===== config.mk =====
export PLATFORM = sky130hd
export DESIGN_NAME = gmii_frame_gen
export DESIGN_NICKNAME = d
export VERILOG_FILES = /design/src/rtl/gmii_gen_pkg.sv /design/src/rtl/gmii_frame_gen_crc32_d8.sv /design/src/rtl/gmii_frame_gen.sv
export SDC_FILE = /design/constraint.sdc
export NUM_CORES = 1
export LEC_CHECK = 0
export CAP_MARGIN = 10
export CORE_MARGIN = 1
export CORE_UTILIZATION = 35
export DETAILED_ROUTE_END_ITERATION = 10
export PLACE_DENSITY_LB_ADDON = 0.08
export SETUP_SLACK_MARGIN = 0.3
export SLEW_MARGIN = 40
export SYNTH_ARGS = -nofsm -noshare
export SYNTH_HDL_FRONTEND = slang
export SYNTH_HIERARCHICAL = 1
export SYNTH_SLANG_ARGS = --single-unit

===== constraint.sdc =====
create_clock -name gmii_rx_clk -period 3.3 [get_ports gmii_rx_clk]
set_clock_uncertainty 0.1 [all_clocks]
set_input_delay 0.825 -clock gmii_rx_clk [delete_from_list [all_inputs] [get_ports gmii_rx_clk]]
set_output_delay 0.825 -clock gmii_rx_clk [all_outputs]
set_load 0.01 [all_outputs]

===== src/rtl/gmii_gen_pkg.sv =====
// Shared types and constants for the GMII receive-side frame generator.
package gmii_gen_pkg;

    typedef enum logic [3:0] {
        ST_IDLE     = 4'd0,
        ST_PREAMBLE = 4'd1,
        ST_SFD      = 4'd2,
        ST_DST      = 4'd3,
        ST_SRC      = 4'd4,
        ST_LEN      = 4'd5,
        ST_PAYLOAD  = 4'd6,
        ST_PAD      = 4'd7,
        ST_FCS      = 4'd8,
        ST_IFG      = 4'd9
    } gen_state_e;

    localparam logic [7:0]  PREAMBLE_BYTE = 8'h55;
    localparam logic [7:0]  SFD_BYTE      = 8'hD5;
    localparam logic [31:0] CRC_POLY      = 32'hEDB88320;
    localparam logic [31:0] CRC_INIT      = 32'hFFFFFFFF;

    // FCS byte idx (0 = first on the wire) of the complemented CRC.
    function automatic logic [7:0] fcs_byte(input logic [31:0] crc, input logic [1:0] idx);
        logic [31:0] f;
        f = ~crc;
        case (idx)
            2'd0:    return f[7:0];
            2'd1:    return f[15:8];
            2'd2:    return f[23:16];
            2'd3:    return f[31:24];
            default: return 8'h00;
        endcase
    endfunction

endpackage


===== src/rtl/gmii_frame_gen_crc32_d8.sv =====
// Combinational CRC32 (reflected) update by one data byte, LSB first.
module crc32_d8
    import gmii_gen_pkg::*;
(
    input  logic [31:0] crc_in,
    input  logic [7:0]  data_in,
    output logic [31:0] crc_out
);

    logic [31:0] c_s;

    // Fold the eight data bits into the running CRC, bit 0 first.
    always_comb begin
        c_s = crc_in;
        for (int i = 0; i < 8; i++) begin
            if (c_s[0] ^ data_in[i]) begin
                c_s = (c_s >> 1) ^ CRC_POLY;
            end else begin
                c_s = c_s >> 1;
            end
        end
        crc_out = c_s;
    end

endmodule


===== src/rtl/gmii_frame_gen.sv =====
// GMII rx frame generator: preamble, SFD, header, paced payload, pad, FCS, IFG.
module gmii_frame_gen
    import gmii_gen_pkg::*;
#(
    parameter int PREAMBLE_LEN = 7,
    parameter int BYTE_REPEAT  = 2,
    parameter int MIN_PAYLOAD  = 46,
    parameter int MAX_PAYLOAD  = 1500,
    parameter int APPEND_FCS   = 1,
    parameter int IFG_BYTES    = 12
) (
    input  logic        gmii_rx_clk,
    input  logic        reset,
    input  logic        start,
    input  logic [47:0] dst_mac,
    input  logic [47:0] src_mac,
    input  logic [15:0] len_type,
    input  logic [7:0]  pl_data,
    input  logic        pl_valid,
    input  logic        pl_last,
    output logic        pl_ready,
    output logic [7:0]  gmii_rxd,
    output logic        gmii_rx_dv,
    output logic        gmii_rx_er,
    output logic        busy,
    output logic        frame_done,
    output logic        frame_err
);

    localparam logic [3:0]  SLOT_LAST = 4'(BYTE_REPEAT - 1);
    localparam logic [10:0] MAX_CNT   = 11'(MAX_PAYLOAD);
    localparam logic [10:0] MIN_CNT   = 11'(MIN_PAYLOAD);
    localparam logic [15:0] PRE_LAST  = 16'(PREAMBLE_LEN - 1);
    localparam logic [15:0] IFG_LAST  = 16'(IFG_BYTES - 1);

    gen_state_e    state_q, state_d;
    logic [3:0]    slot_q, slot_d;
    logic [15:0]   cnt_q, cnt_d;
    logic [10:0]   pay_cnt_q, pay_cnt_d;
    logic [111:0]  hdr_q, hdr_d;
    logic [31:0]   crc_q, crc_d;
    logic          pay_end_q, pay_end_d;
    logic [7:0]    rxd_q, rxd_d;
    logic          dv_q, dv_d, er_q, er_d, busy_q, busy_d;
    logic          done_q, done_d, err_q, err_d, ready_q, ready_d;

    logic [31:0]   crc_next_s, crc_cur_s;
    logic          tick_s, crc_en_s, next_pay_s;
    logic          enter_pay_s, enter_fcs_s, enter_ifg_s;
    logic [10:0]   pay_inc_s;

    crc32_d8 u_crc (
        .crc_in  (crc_q),
        .data_in (rxd_q),
        .crc_out (crc_next_s)
    );

    // Slot boundary, saturating payload increment and the CRC value seen this cycle.
    always_comb begin
        tick_s    = (slot_q == SLOT_LAST);
        pay_inc_s = (pay_cnt_q == MAX_CNT) ? pay_cnt_q : pay_cnt_q + 11'd1;
        crc_en_s  = (state_q inside {ST_DST, ST_SRC, ST_LEN, ST_PAYLOAD, ST_PAD}) && !er_q;
        crc_cur_s = (crc_en_s && (slot_q == 4'd0)) ? crc_next_s : crc_q;
    end

    // Next-state and next-slot output computation; a new byte is loaded only on a tick.
    always_comb begin
        state_d     = state_q;
        slot_d      = slot_q;
        cnt_d       = cnt_q;
        pay_cnt_d   = pay_cnt_q;
        hdr_d       = hdr_q;
        crc_d       = crc_cur_s;
        pay_end_d   = pay_end_q;
        rxd_d       = rxd_q;
        dv_d        = dv_q;
        er_d        = er_q;
        busy_d      = busy_q;
        err_d       = err_q;
        enter_pay_s = 1'b0;
        enter_fcs_s = 1'b0;
        enter_ifg_s = 1'b0;

        if (state_q == ST_IDLE) begin
            slot_d = 4'd0;
            crc_d  = CRC_INIT;
            if (start) begin
                state_d   = ST_PREAMBLE;
                cnt_d     = 16'd0;
                pay_cnt_d = 11'd0;
                pay_end_d = 1'b0;
                hdr_d     = {dst_mac, src_mac, len_type};
                rxd_d     = PREAMBLE_BYTE;
                dv_d      = 1'b1;
                er_d      = 1'b0;
                busy_d    = 1'b1;
                err_d     = 1'b0;
            end else begin
                busy_d = 1'b0;
            end
        end else if (!tick_s) begin
            slot_d = slot_q + 4'd1;
        end else begin
            slot_d = 4'd0;
            case (state_q)
                ST_PREAMBLE: begin
                    if (cnt_q == PRE_LAST) begin
                        state_d = ST_SFD;
                        cnt_d   = 16'd0;
                        rxd_d   = SFD_BYTE;
                    end else begin
                        cnt_d = cnt_q + 16'd1;
                        rxd_d = PREAMBLE_BYTE;
                    end
                end
                ST_SFD: begin
                    state_d = ST_DST;
                    cnt_d   = 16'd0;
                    rxd_d   = hdr_q[111:104];
                    hdr_d   = {hdr_q[103:0], 8'h00};
                end
                ST_DST, ST_SRC: begin
                    rxd_d = hdr_q[111:104];
                    hdr_d = {hdr_q[103:0], 8'h00};
                    if (cnt_q == 16'd5) begin
                        state_d = (state_q == ST_DST) ? ST_SRC : ST_LEN;
                        cnt_d   = 16'd0;
                    end else begin
                        cnt_d = cnt_q + 16'd1;
                    end
                end
                ST_LEN: begin
                    if (cnt_q == 16'd0) begin
                        cnt_d = 16'd1;
                        rxd_d = hdr_q[111:104];
                        hdr_d = {hdr_q[103:0], 8'h00};
                    end else begin
                        enter_pay_s = 1'b1;
                    end
                end
                ST_PAYLOAD: begin
                    if (!pay_end_q) begin
                        enter_pay_s = 1'b1;
                    end else if (er_q) begin
                        enter_ifg_s = 1'b1;
                    end else if (pay_cnt_q < MIN_CNT) begin
                        state_d   = ST_PAD;
                        rxd_d     = 8'h00;
                        pay_cnt_d = pay_inc_s;
                    end else if (APPEND_FCS != 0) begin
                        enter_fcs_s = 1'b1;
                    end else begin
                        enter_ifg_s = 1'b1;
                    end
                end
                ST_PAD: begin
                    if (pay_cnt_q < MIN_CNT) begin
                        rxd_d     = 8'h00;
                        pay_cnt_d = pay_inc_s;
                    end else if (APPEND_FCS != 0) begin
                        enter_fcs_s = 1'b1;
                    end else begin
                        enter_ifg_s = 1'b1;
                    end
                end
                ST_FCS: begin
                    if (cnt_q == 16'd3) begin
                        enter_ifg_s = 1'b1;
                    end else begin
                        cnt_d = cnt_q + 16'd1;
                        rxd_d = fcs_byte(crc_cur_s, cnt_q[1:0] + 2'd1);
                    end
                end
                ST_IFG: begin
                    if (cnt_q == IFG_LAST) begin
                        state_d = ST_IDLE;
                        cnt_d   = 16'd0;
                        busy_d  = 1'b0;
                    end else begin
                        cnt_d = cnt_q + 16'd1;
                    end
                end
                default: begin
                    state_d = ST_IDLE;
                    dv_d    = 1'b0;
                    er_d    = 1'b0;
                    busy_d  = 1'b0;
                end
            endcase
        end

        // Payload slot: take a byte, or mark an underrun slot when none is offered.
        if (enter_pay_s) begin
            state_d = ST_PAYLOAD;
            if (pl_valid) begin
                rxd_d     = pl_data;
                er_d      = 1'b0;
                pay_cnt_d = pay_inc_s;
                pay_end_d = pl_last || (pay_inc_s == MAX_CNT);
                err_d     = err_q || (!pl_last && (pay_inc_s == MAX_CNT));
            end else begin
                rxd_d     = 8'h00;
                er_d      = 1'b1;
                pay_end_d = 1'b1;
                err_d     = 1'b1;
            end
        end else begin
            pay_end_d = pay_end_d;
        end

        if (enter_fcs_s) begin
            state_d = ST_FCS;
            cnt_d   = 16'd0;
            rxd_d   = fcs_byte(crc_cur_s, 2'd0);
        end else begin
            cnt_d = cnt_d;
        end

        if (enter_ifg_s) begin
            state_d = ST_IFG;
            cnt_d   = 16'd0;
            rxd_d   = 8'h00;
            dv_d    = 1'b0;
            er_d    = 1'b0;
        end else begin
            dv_d = dv_d;
        end

        // Ready is raised on the tick of the slot that precedes a payload slot.
        next_pay_s = ((state_d == ST_LEN) && (cnt_d == 16'd1)) ||
                     ((state_d == ST_PAYLOAD) && !pay_end_d);
        ready_d    = (slot_d == SLOT_LAST) && next_pay_s;
        done_d     = (state_d == ST_IFG) && (cnt_d == IFG_LAST) && (slot_d == SLOT_LAST);
    end

    // State and output registers; reset drops the bus at once.
    always_ff @(posedge gmii_rx_clk or negedge reset) begin
        if (!reset) begin
            state_q   <= ST_IDLE;
            slot_q    <= 4'd0;
            cnt_q     <= 16'd0;
            pay_cnt_q <= 11'd0;
            hdr_q     <= 112'd0;
            crc_q     <= CRC_INIT;
            pay_end_q <= 1'b0;
            rxd_q     <= 8'h00;
            dv_q      <= 1'b0;
            er_q      <= 1'b0;
            busy_q    <= 1'b0;
            done_q    <= 1'b0;
            err_q     <= 1'b0;
            ready_q   <= 1'b0;
        end else begin
            state_q   <= state_d;
            slot_q    <= slot_d;
            cnt_q     <= cnt_d;
            pay_cnt_q <= pay_cnt_d;
            hdr_q     <= hdr_d;
            crc_q     <= crc_d;
            pay_end_q <= pay_end_d;
            rxd_q     <= rxd_d;
            dv_q      <= dv_d;
            er_q      <= er_d;
            busy_q    <= busy_d;
            done_q    <= done_d;
            err_q     <= err_d;
            ready_q   <= ready_d;
        end
    end

    assign pl_ready   = ready_q;
    assign gmii_rxd   = rxd_q;
    assign gmii_rx_dv = dv_q;
    assign gmii_rx_er = er_q;
    assign busy       = busy_q;
    assign frame_done = done_q;
    assign frame_err  = err_q;

endmodule


==> results of run 1 <==
==> metrics by stage <==
step	area, µm²	total power (µW)
finish	15000	4910
global route	15000	5090
CTS	14800	4970
detailed placement	13800	2650
global placement	13800	2650
floorplan	11100	2430
==> registers in the layout (all words and copies together) (netlist names) <==
| name | flops |
|---|---|
| hdr_q | 112 |
| crc_q | 32 |
| cnt_q | 16 |
| pay_cnt_q | 11 |
| gmii_rxd | 8 |
| slot_q | 4 |
| state_q | 4 |
| busy | 1 |
| frame_done | 1 |
| frame_err | 1 |
| gmii_rx_dv | 1 |
| gmii_rx_er | 1 |
| pay_end_q | 1 |
| pl_ready | 1 |
==> cells by family after synthesis <==
family | Yosys count | synth area share [%]
simple gates | 380 | 16.5
buf+inv | 88 | 3.25
mux | 141 | 12.8
compound gates | 259 | 14.3
flops | 194 | 44.5
fa+ha+maj | 11 | 1.23
xor+xnor | 75 | 7.39
==> layout make-up <==
cell class	count	area (µm²)	share of cell area, %
Sequential cell	194	4890	32.6
Timing Repair Buffer	295	2760	18.4
Inverter	13	51.3	0.342
Clock inverter	13	195	1.30
Antenna cell	2	5.00	0.0333
Clock buffer	19	453	3.02
Multi-Input combinational cell	866	6150	41.0
Tap cell	396	495	3.30
==> what timing repair did <==
| action | CTS | global route |
|---|---|---|
| resized for setup | 49 | 30 |
| pin swaps | 19 | 17 |
| cloned | 2 | 0 |
| endpoints found under the setup margin | 10 | 19 |
| hold endpoints to repair | 0 | 0 |
| setup buffers | 10 | 3 |
==> power by group through the flow <==
stage | combinational [µW] | clock [µW] | sequential (µW)
after global routing | 239 | 2470 | 2380
after global placement | 224 | 0 | 2420
after detailed placement | 223 | 0 | 2420
final | 217 | 2310 | 2380
after CTS | 223 | 2370 | 2380
after floorplan | 5.53 | 0 | 2420
==> critical path, cell delays in order (launching register included) <==
cell	delay (ps)
dfrtp_1	390
buf_6	130
nor4_4	290
buf_4	170
nand4_1	160
a22oi_2	410
nand2_2	200
o211ai_1	130
a31oi_1	160
or4_4	510
or4_4	440
o32ai_2	230
==> layer usage <==
metal / part of all wire, % / global-route usage, % / vias up
met5: 0.084 / 0 / -
met4: 1.0 / 4.80 / 4
met3: 6.0 / 6.24 / 24
met2: 46 / 32.8 / 180
met1: 47 / 28.6 / 4356
li1: - / - / 4554
==> placed cells by master, fill, tap and decap left out, drive strengths merged, types with 5 or more instances in the layout <==
cell           instances
and2                  10
ha                    10
dfrtp                162
clkbuf                20
nor4                   9
nand4                 11
buf                  157
dfstp                 32
a31oi                  6
nand3                 24
a21oi                 33
nand2b                 5
and3                   9
inv                   17
o21ai                147
a22oi                  7
xor2                  20
mux2i                140
nand2                206
or3                    9
clkdlybuf4s50        137
nor2b                  7
o2111ai                6
or4                   10
xnor2                 52
nand3b                 5
clkinv                 5
nor2                  42
o211ai                10
nor3b                  5
nor3                  10
==> worst paths after layout <==
check / startpoint / to / slack (ps) / cells after the start
min reg2reg: hdr_q[77]$_DFFE_PN0P_ / hdr_q[77]$_DFFE_PN0P_ / 380 / 2
min in group gmii_rx_clk: hdr_q[77]$_DFFE_PN0P_ / hdr_q[77]$_DFFE_PN0P_ / 380 / 2
max: cnt_q[11]$_DFF_PN0_ / pl_ready$_DFF_PN0_ / -110 / 11
max in group asynchronous: reset / crc_q[16]$_DFF_PN1_ / 2040 / 2
min: reset / cnt_q[8]$_DFF_PN0_ / 310 / 1
max reg2reg: cnt_q[11]$_DFF_PN0_ / pl_ready$_DFF_PN0_ / -110 / 11
==> summary.md, run 1 <==
| Metric | Value |
|---|---|
| Max IR drop VDD | `0.000364 V` |
| Vias in the first global route | `9182` |
| Grt total ovfl | `0` |
| Cells after Synth | `1148` |
| Top cell type's share of synthesized area | `36.8%` |
| Max-slew headroom | `51.3%` |
| Worst endpoint required time | `3550 ps` |
| DIE AREA | `0.0322 mm²` |
| CTS root buffer | `clkbuf_16` |
| Final Worst Setup Slack | `-107 ps` |
| Worst-Skew Late Latency | `450 ps` |
| Flop and latch count out of synthesis | `194` |
| Setup crit end kind | `flip-flop` |
| Clk buf depth | `2` |
| Max Cap Viol | `0` |
| Synth async-reset ratio | `100%` |
| Area grow syn2layout | `36.3%` |
| PortBufs | `138` |
| RSZ-0062 raised after global routing | `true` |
| Final Non-Filler Cells | `1798` |
| Part of the cycle the worst path needs | `103%` |
| Crit Path Category | `reg -> reg` |
| Antenna violations before repair | `4` |
| Most frequent cells after synthesis | `nand2_1, dfrtp_1, o21ai_0, mux2i_1, clkbuf_1` |
| Die Height | `179 µm` |
| Initial drt markers | `516` |
| TritonCTS clock tree | `built` |
| P_sw | `1120 µW` |
| Fin. Hold Viols | `0` |
| Post-Syn Area | `0.0110 mm²` |
| Synth top area cells | `dfrtp_1, mux2i_1, dfstp_2` |
| H-tree Lvls | `4` |
| Post-synth EDFFs | `0` |
| Vias per cell | `5.07` |
| Logic pwr share | `4.4%` |
| Die width | `179 µm` |
| Via count | `9118` |
| Syn avg cell area | `9.59 µm²` |
| Ratio of cells with drive above 1 in the final layout | `21.9%` |
| Core area | `0.0307 mm²` |
| Nets | `1522` |
| Total track usage | `21.0%` |
| Leakage power | `0.00595 µW` |
| Register area share after synthesis | `44.5%` |
| TritonCTS Buffers | `17` |
| Routed Antenna Nets | `0` |
| Gp weighted congestion | `0.866` |
| Max Slew Vio Count | `0` |
| Worst setup SP type | `flip-flop` |
| Max Fclk | `294 MHz` |
| Status | `complete, but fails checks` |
| TritonCTS Sinks | `194` |
| # IOs | `139` |
| CP Max Fanout | `7` |
| Post-Syn Nets | `1283` |
| Clock transition at path regs | `80 ps` |
| Placed insts | `1749` |
| Synth area leader | `dfrtp_1` |
| Switching share of power | `22.8%` |
| Residual DRC | `0` |
| Global-route wire length before repair | `51700 µm` |
| Post-layout min period | `3410 ps` |
| Worst-Margin Slew | `731 ps` |
| Critical path arrival | `3650 ps` |
| DRT Pass-1 Iters | `7` |
| Hold Path Class | `in -> async` |
| Final core utilization | `48.8%` |
| Yosys warnings | `6` |
| Fill cells | `2954` |
| # rows | `64` |
| Clk pwr share | `47.1%` |
| Power Dens Cells | `327 mW/mm²` |
| WHS | `305 ps` |
| Violated checks | `setup timing` |
| Dpl hpwl | `23200 µm` |
| Hold buffer count at CTS | `0` |
| Sequential power share | `48.5%` |
| # setup viols final | `2` |
| Initial Util | `35.8%` |
| Pin count of the biggest net entering global routing | `75` |
| Synth Flop Type | `dfrtp_1` |
| Top-count cell post-synth | `nand2_1` |
| Pre-CTS setup slack | `-203 ps` |
| Total negative slack | `-197 ps` |
| Post-synth cell types | `80` |
| Detailed Route WL | `32000 µm` |
| Avg WL per Cell | `17.8 µm` |
| P_int | `3790 µW` |
Power figures use the tool's default switching activity.
==> run 2: changes to the inputs <==
PLACE_DENSITY_LB_ADDON = default   (was 0.08)
==> summary.md, run 2 (same netlist as run 1, synthesis figures left out) <==
| Metric | Value |
|---|---|
| Ratio of cells with drive above 1 in the final layout | `23.6%` |
| WHS | `299 ps` |
| Most frequent cells in the layout | `nand2_1, dfrtp_1, buf_4, clkdlybuf4s50_1, o21ai_0` |
| Clk buf depth | `2` |
| Leakage power | `0.00602 µW` |
| Worst-Skew Late Latency | `450 ps` |
| Worst endpoint required time | `3530 ps` |
| Commonest non-fill, non-tap cell in the layout | `nand2_1` |
| Max IR drop VDD | `0.000362 V` |
| Worst setup SP type | `flip-flop` |
| Setup crit end kind | `flip-flop` |
| Total negative slack | `-263 ps` |
| Residual DRC | `0` |
| Max Cap Viol | `0` |
| Grt total ovfl | `0` |
| Initial drt markers | `643` |
| Global-route wire length before repair | `50900 µm` |
| Core area | `0.0307 mm²` |
| TritonCTS clock tree | `built` |
| Status | `complete, but fails checks` |
| Post-layout min period | `3440 ps` |
| Largest regs | `hdr_q: 112 flops, crc_q: 32 flops, cnt_q: 16 flops` |
| RSZ-0062 raised after global routing | `true` |
| Die width | `179 µm` |
| TritonCTS Sinks | `194` |
| Inserted Diodes | `0` |
| Area grow syn2layout | `38.1%` |
| P_sw | `1090 µW` |
| Via count | `9303` |
| Register Area | `0.00490 mm²` |
| Initial Util | `35.8%` |
| Die Height | `179 µm` |
| Logic pwr share | `4.5%` |
| Part of the cycle the worst path needs | `104%` |
| CTS root buffer | `clkbuf_16` |
| Clock transition at path regs | `80 ps` |
| Gp weighted congestion | `0.908` |
| Fill cells | `2879` |
| Vias per cell | `5.14` |
| PortBufs | `138` |
| Biggest register | `hdr_q` |
| Max-slew headroom | `50.2%` |
| # rows | `64` |
| Area of the multi-input gates | `0.00624 mm²` |
| CP Max Fanout | `7` |
| Pin count of the biggest net entering global routing | `71` |
| Final Worst Setup Slack | `-141 ps` |
| Dpl hpwl | `22800 µm` |
| Routed Antenna Nets | `0` |
| Detailed Route WL | `31500 µm` |
| DIE AREA | `0.0322 mm²` |
| Switching share of power | `22.9%` |
| Max Fclk | `291 MHz` |
| H-tree Lvls | `4` |
| Clk pwr share | `45.7%` |
| Antenna violations before repair | `0` |
| Total track usage | `20.4%` |
| TritonCTS Buffers | `17` |
| P_int | `3680 µW` |
| DRT Pass-1 Iters | `7` |
| Fin. Hold Viols | `0` |
| Max Slew Vio Count | `0` |
| Worst-Margin Slew | `747 ps` |
| Violated checks | `setup timing` |
| Hold Path Class | `in -> async` |
| Power Dens Cells | `314 mW/mm²` |
| Crit Path Category | `reg -> reg` |
| Avg WL per Cell | `17.4 µm` |
| # setup viols final | `2` |
| Largest register FFs | `112` |
| # IOs | `139` |
| Nets | `1537` |
| Critical path arrival | `3670 ps` |
| Sequential power share | `49.8%` |
| Vias in the first global route | `9582` |
==> run 2: layer usage <==
metal / wire, µm / vias up / share of wire [%] / GRT usage (%)
li1: - / 4575 / - / -
met1: 14400 / 4485 / 46 / 27.6
met2: 14700 / 211 / 47 / 31.9
met3: 1800 / 32 / 5.7 / 5.25
met4: 555 / 0 / 1.8 / 6.09
met5: 0 / - / 0 / 0
==> run 2: power groups by stage <==
stage	Sequential (µW)	Combinational, µW	Clock (µW)
6_report	2380	216	2180
4_1_cts	2380	222	2250
3_3_place_gp	2420	222	0
3_5_place_dp	2420	222	0
2_1_floorplan	2420	5.53	0
5_1_grt	2380	236	2340
==> run 2: path summary, 6_finish.rpt <==
check                                       from  slack, ps  cells past startpoint                    end
max                           cnt_q[7]$_DFF_PN0_       -140                     10     pl_ready$_DFF_PN0_
max in group asynchronous                  reset       2030                      2     crc_q[7]$_DFF_PN1_
max reg2reg                   cnt_q[7]$_DFF_PN0_       -140                     10     pl_ready$_DFF_PN0_
min reg2reg                hdr_q[93]$_DFFE_PN0P_        380                      2  hdr_q[93]$_DFFE_PN0P_
min                                        reset        300                      1   state_q[1]$_DFF_PN0_
min in group gmii_rx_clk   hdr_q[93]$_DFFE_PN0P_        380                      2  hdr_q[93]$_DFFE_PN0P_
==> run 2: through the flow <==
step	worst slack [ps]	util (%)	instances	power (µW)	cell area (µm²)
2_1_floorplan	-22.8	-	1148	2430	11100
4_1_cts	-127	48.2	1804	4850	14800
3_5_place_dp	-279	45.0	1754	2640	13800
5_1_grt	-304	49.4	1811	4950	15200
6_report	-141	49.4	1811	4770	15200
3_3_place_gp	-267	45.0	1754	2640	13800
==> run 2: area by class of cell <==
type / count / area share (%)
timing repair buffer: 310 / 19.2
sequential: 194 / 32.2
inverter: 13 / 0.321
tap: 396 / 3.26
clock buffer: 18 / 2.89
clock inverter: 14 / 1.11
multi-input combinational: 866 / 41.0
==> run 2: repair_timing <==
| item | in CTS | in global routing |
|---|---|---|
| pin swaps | 26 | 19 |
| hold buffers | 0 | 0 |
| setup buffers | 17 | 6 |
| gates cloned | 1 | 1 |
| gates resized for setup | 57 | 49 |
| endpoints found under the setup margin | 10 | 23 |
==> run 2: critical path, cell delays in order (launching register included) <==
cell and delay (ps):
dfrtp_1 410, nor4_2 320, buf_4 180, nand4_1 110
a22oi_2 510, and2_4 250, a2bb2oi_2 150, a211oi_2 90
or4_4 510, or4_4 450, o32ai_2 240
==> run 3: changes to the inputs <==
PLACE_DENSITY = 0.62   (was default)
==> summary.md, run 3 (same netlist as run 1, synthesis figures left out) <==
| Metric | Value |
|---|---|
| Detailed Route WL | `31200 µm` |
| Vias per cell | `5.16` |
| DRT Pass-1 Iters | `7` |
| Critical Path Sink | `frame_done$_DFF_PN0_` |
| Worst setup SP type | `flip-flop` |
| Crit Path Category | `reg -> reg` |
| Final Worst Setup Slack | `-86.6 ps` |
| Clock transition at path regs | `80 ps` |
| WHS | `296 ps` |
| Setup crit start | `cnt_q[15]$_DFF_PN0_` |
| Power Dens Cells | `312 mW/mm²` |
| Initial drt markers | `650` |
| Critical path arrival | `3680 ps` |
| Hold buffer count at CTS | `0` |
| Worst R2R End | `frame_done$_DFF_PN0_` |
| DIE AREA | `0.0322 mm²` |
| TritonCTS Sinks | `194` |
| Max-slew headroom | `54.5%` |
| Pin count of the biggest net entering global routing | `225` |
| Setup crit end kind | `flip-flop` |
| Clk buf depth | `2` |
| Antenna violations before repair | `1` |
| Worst endpoint required time | `3590 ps` |
| Commonest non-fill, non-tap cell in the layout | `nand2_1` |
| H-tree Lvls | `4` |
| Largest regs | `hdr_q: 112 flops, crc_q: 32 flops, cnt_q: 16 flops` |
| PortBufs | `138` |
| Grt total ovfl | `0` |
| Max IR drop VDD | `0.000353 V` |
| Final core utilization | `49.4%` |
| TritonCTS Buffers | `17` |
| Violated checks | `setup timing` |
| Worst-Margin Slew | `683 ps` |
| Hold Path Class | `in -> async` |
| Avg WL per Cell | `17.2 µm` |
| Die Height | `179 µm` |
| # setup viols final | `2` |
| Worst-Skew Late Latency | `460 ps` |
| # IOs | `139` |
| Core area | `0.0307 mm²` |
| Leakage power | `0.00602 µW` |
| Post-layout min period | `3390 ps` |
| Total track usage | `20.2%` |
| Vias in the first global route | `9445` |
| Global-route wire length before repair | `50200 µm` |
| Gp weighted congestion | `0.903` |
| Die width | `179 µm` |
| TritonCTS clock tree | `built` |
| Residual DRC | `0` |
| CP Max Fanout | `6` |
| Status | `complete, but fails checks` |
| Dpl hpwl | `22100 µm` |
| Via count | `9357` |
| Routed Antenna Nets | `0` |
| # rows | `64` |
| Ratio of cells with drive above 1 in the final layout | `23.1%` |
| CTS root buffer | `clkbuf_16` |
| Nets | `1537` |
| Biggest register | `hdr_q` |
| RSZ-0062 raised after global routing | `true` |
| Area grow syn2layout | `37.9%` |
| Max Fclk | `295 MHz` |
| Largest register FFs | `112` |
| Initial Util | `35.8%` |
| Most frequent cells in the layout | `nand2_1, dfrtp_1, buf_4, clkdlybuf4s50_1, o21ai_0` |
| Max Cap Viol | `0` |
| Max Slew Vio Count | `0` |
| R2r setup slk | `-90 ps` |
| R2r startpoint | `cnt_q[15]$_DFF_PN0_` |
| R2R cell count | `10` |
| Part of the cycle the worst path needs | `103%` |
| Fin. Hold Viols | `0` |
run 3: cell count changes in the layout (fill, tap and decap cells not counted), sizes merged:
cell      before  now
clkinvlp       1    2
clkbuf        20   19
diode          0    1
buf          171  172
bufinv         2    0
clkinv         5    6
run 3: per-stage QoR:
stage | setup slack [ps] | setup TNS [ps] | power, µW | instances | instance area [µm²]
floorplan | -22.8 | -22.8 | 2430 | 1148 | 11100
global placement | -101 | -177 | 2640 | 1740 | 13700
detailed placement | -131 | -281 | 2640 | 1740 | 13700
CTS | -67.2 | -130 | 4780 | 1799 | 14700
global route | -206 | -459 | 4900 | 1811 | 15200
finish | -86.6 | -160 | 4730 | 1812 | 15200
run 3: critical path, cell delays in order (launching register included):
cell and delay (ps):
dfrtp_1 420, or4_4 590, nor4_4 320, o22a_4 230, and2_4 180, buf_6 100
o2bb2ai_4 50, o221a_4 280, a211o_1 260, or4_4 520, and4b_1 260
run 3: worst min path at each step:
stage | end | slack, ps | cells after the start
floorplan | hdr_q[0]$_DFFE_PN0P_ | 350 | 2
global placement | hdr_q[100]$_DFFE_PN0P_ | 360 | 2
detailed placement | hdr_q[103]$_DFFE_PN0P_ | 370 | 2
CTS | cnt_q[11]$_DFF_PN0_ | 340 | 1
global route | cnt_q[11]$_DFF_PN0_ | 350 | 1
finish | cnt_q[11]$_DFF_PN0_ | 300 | 1
run 3: per-layer routing:
layer	vias up	global-route usage (%)	routed length (µm)
met3	41	5.80	2030
met4	0	6.41	648
met2	254	31.8	14600
met5	-	0	0
li1	4589	-	-
met1	4473	26.6	13900
run 3: layout make-up:
| cell class | count | area [µm²] |
|---|---|---|
| Timing Repair Buffer | 310 | 2920 |
| Tap cell | 396 | 495 |
| Multi-Input combinational cell | 866 | 6220 |
| Antenna cell | 1 | 2.50 |
| Inverter | 13 | 48.8 |
| Clock inverter | 14 | 160 |
| Clock buffer | 18 | 439 |
| Fill cell | 2913 | 15600 |
| Sequential cell | 194 | 4900 |
run 3: repair_timing:
action / 4_1_cts / 5_1_grt
buffers inserted: 25 / 11
cloned: 2 / 0
pin swaps: 29 / 37
endpoints found under the setup margin: 10 / 17
gates resized for setup: 54 / 61
run 3: where the power goes:
group          switching [µW]  internal [µW]  leakage, µW
combinational            75.5            138      0.00321
clock                    1100           1040     0.000286
sequential                  0           2380      0.00252
total                    1170           3560      0.00602
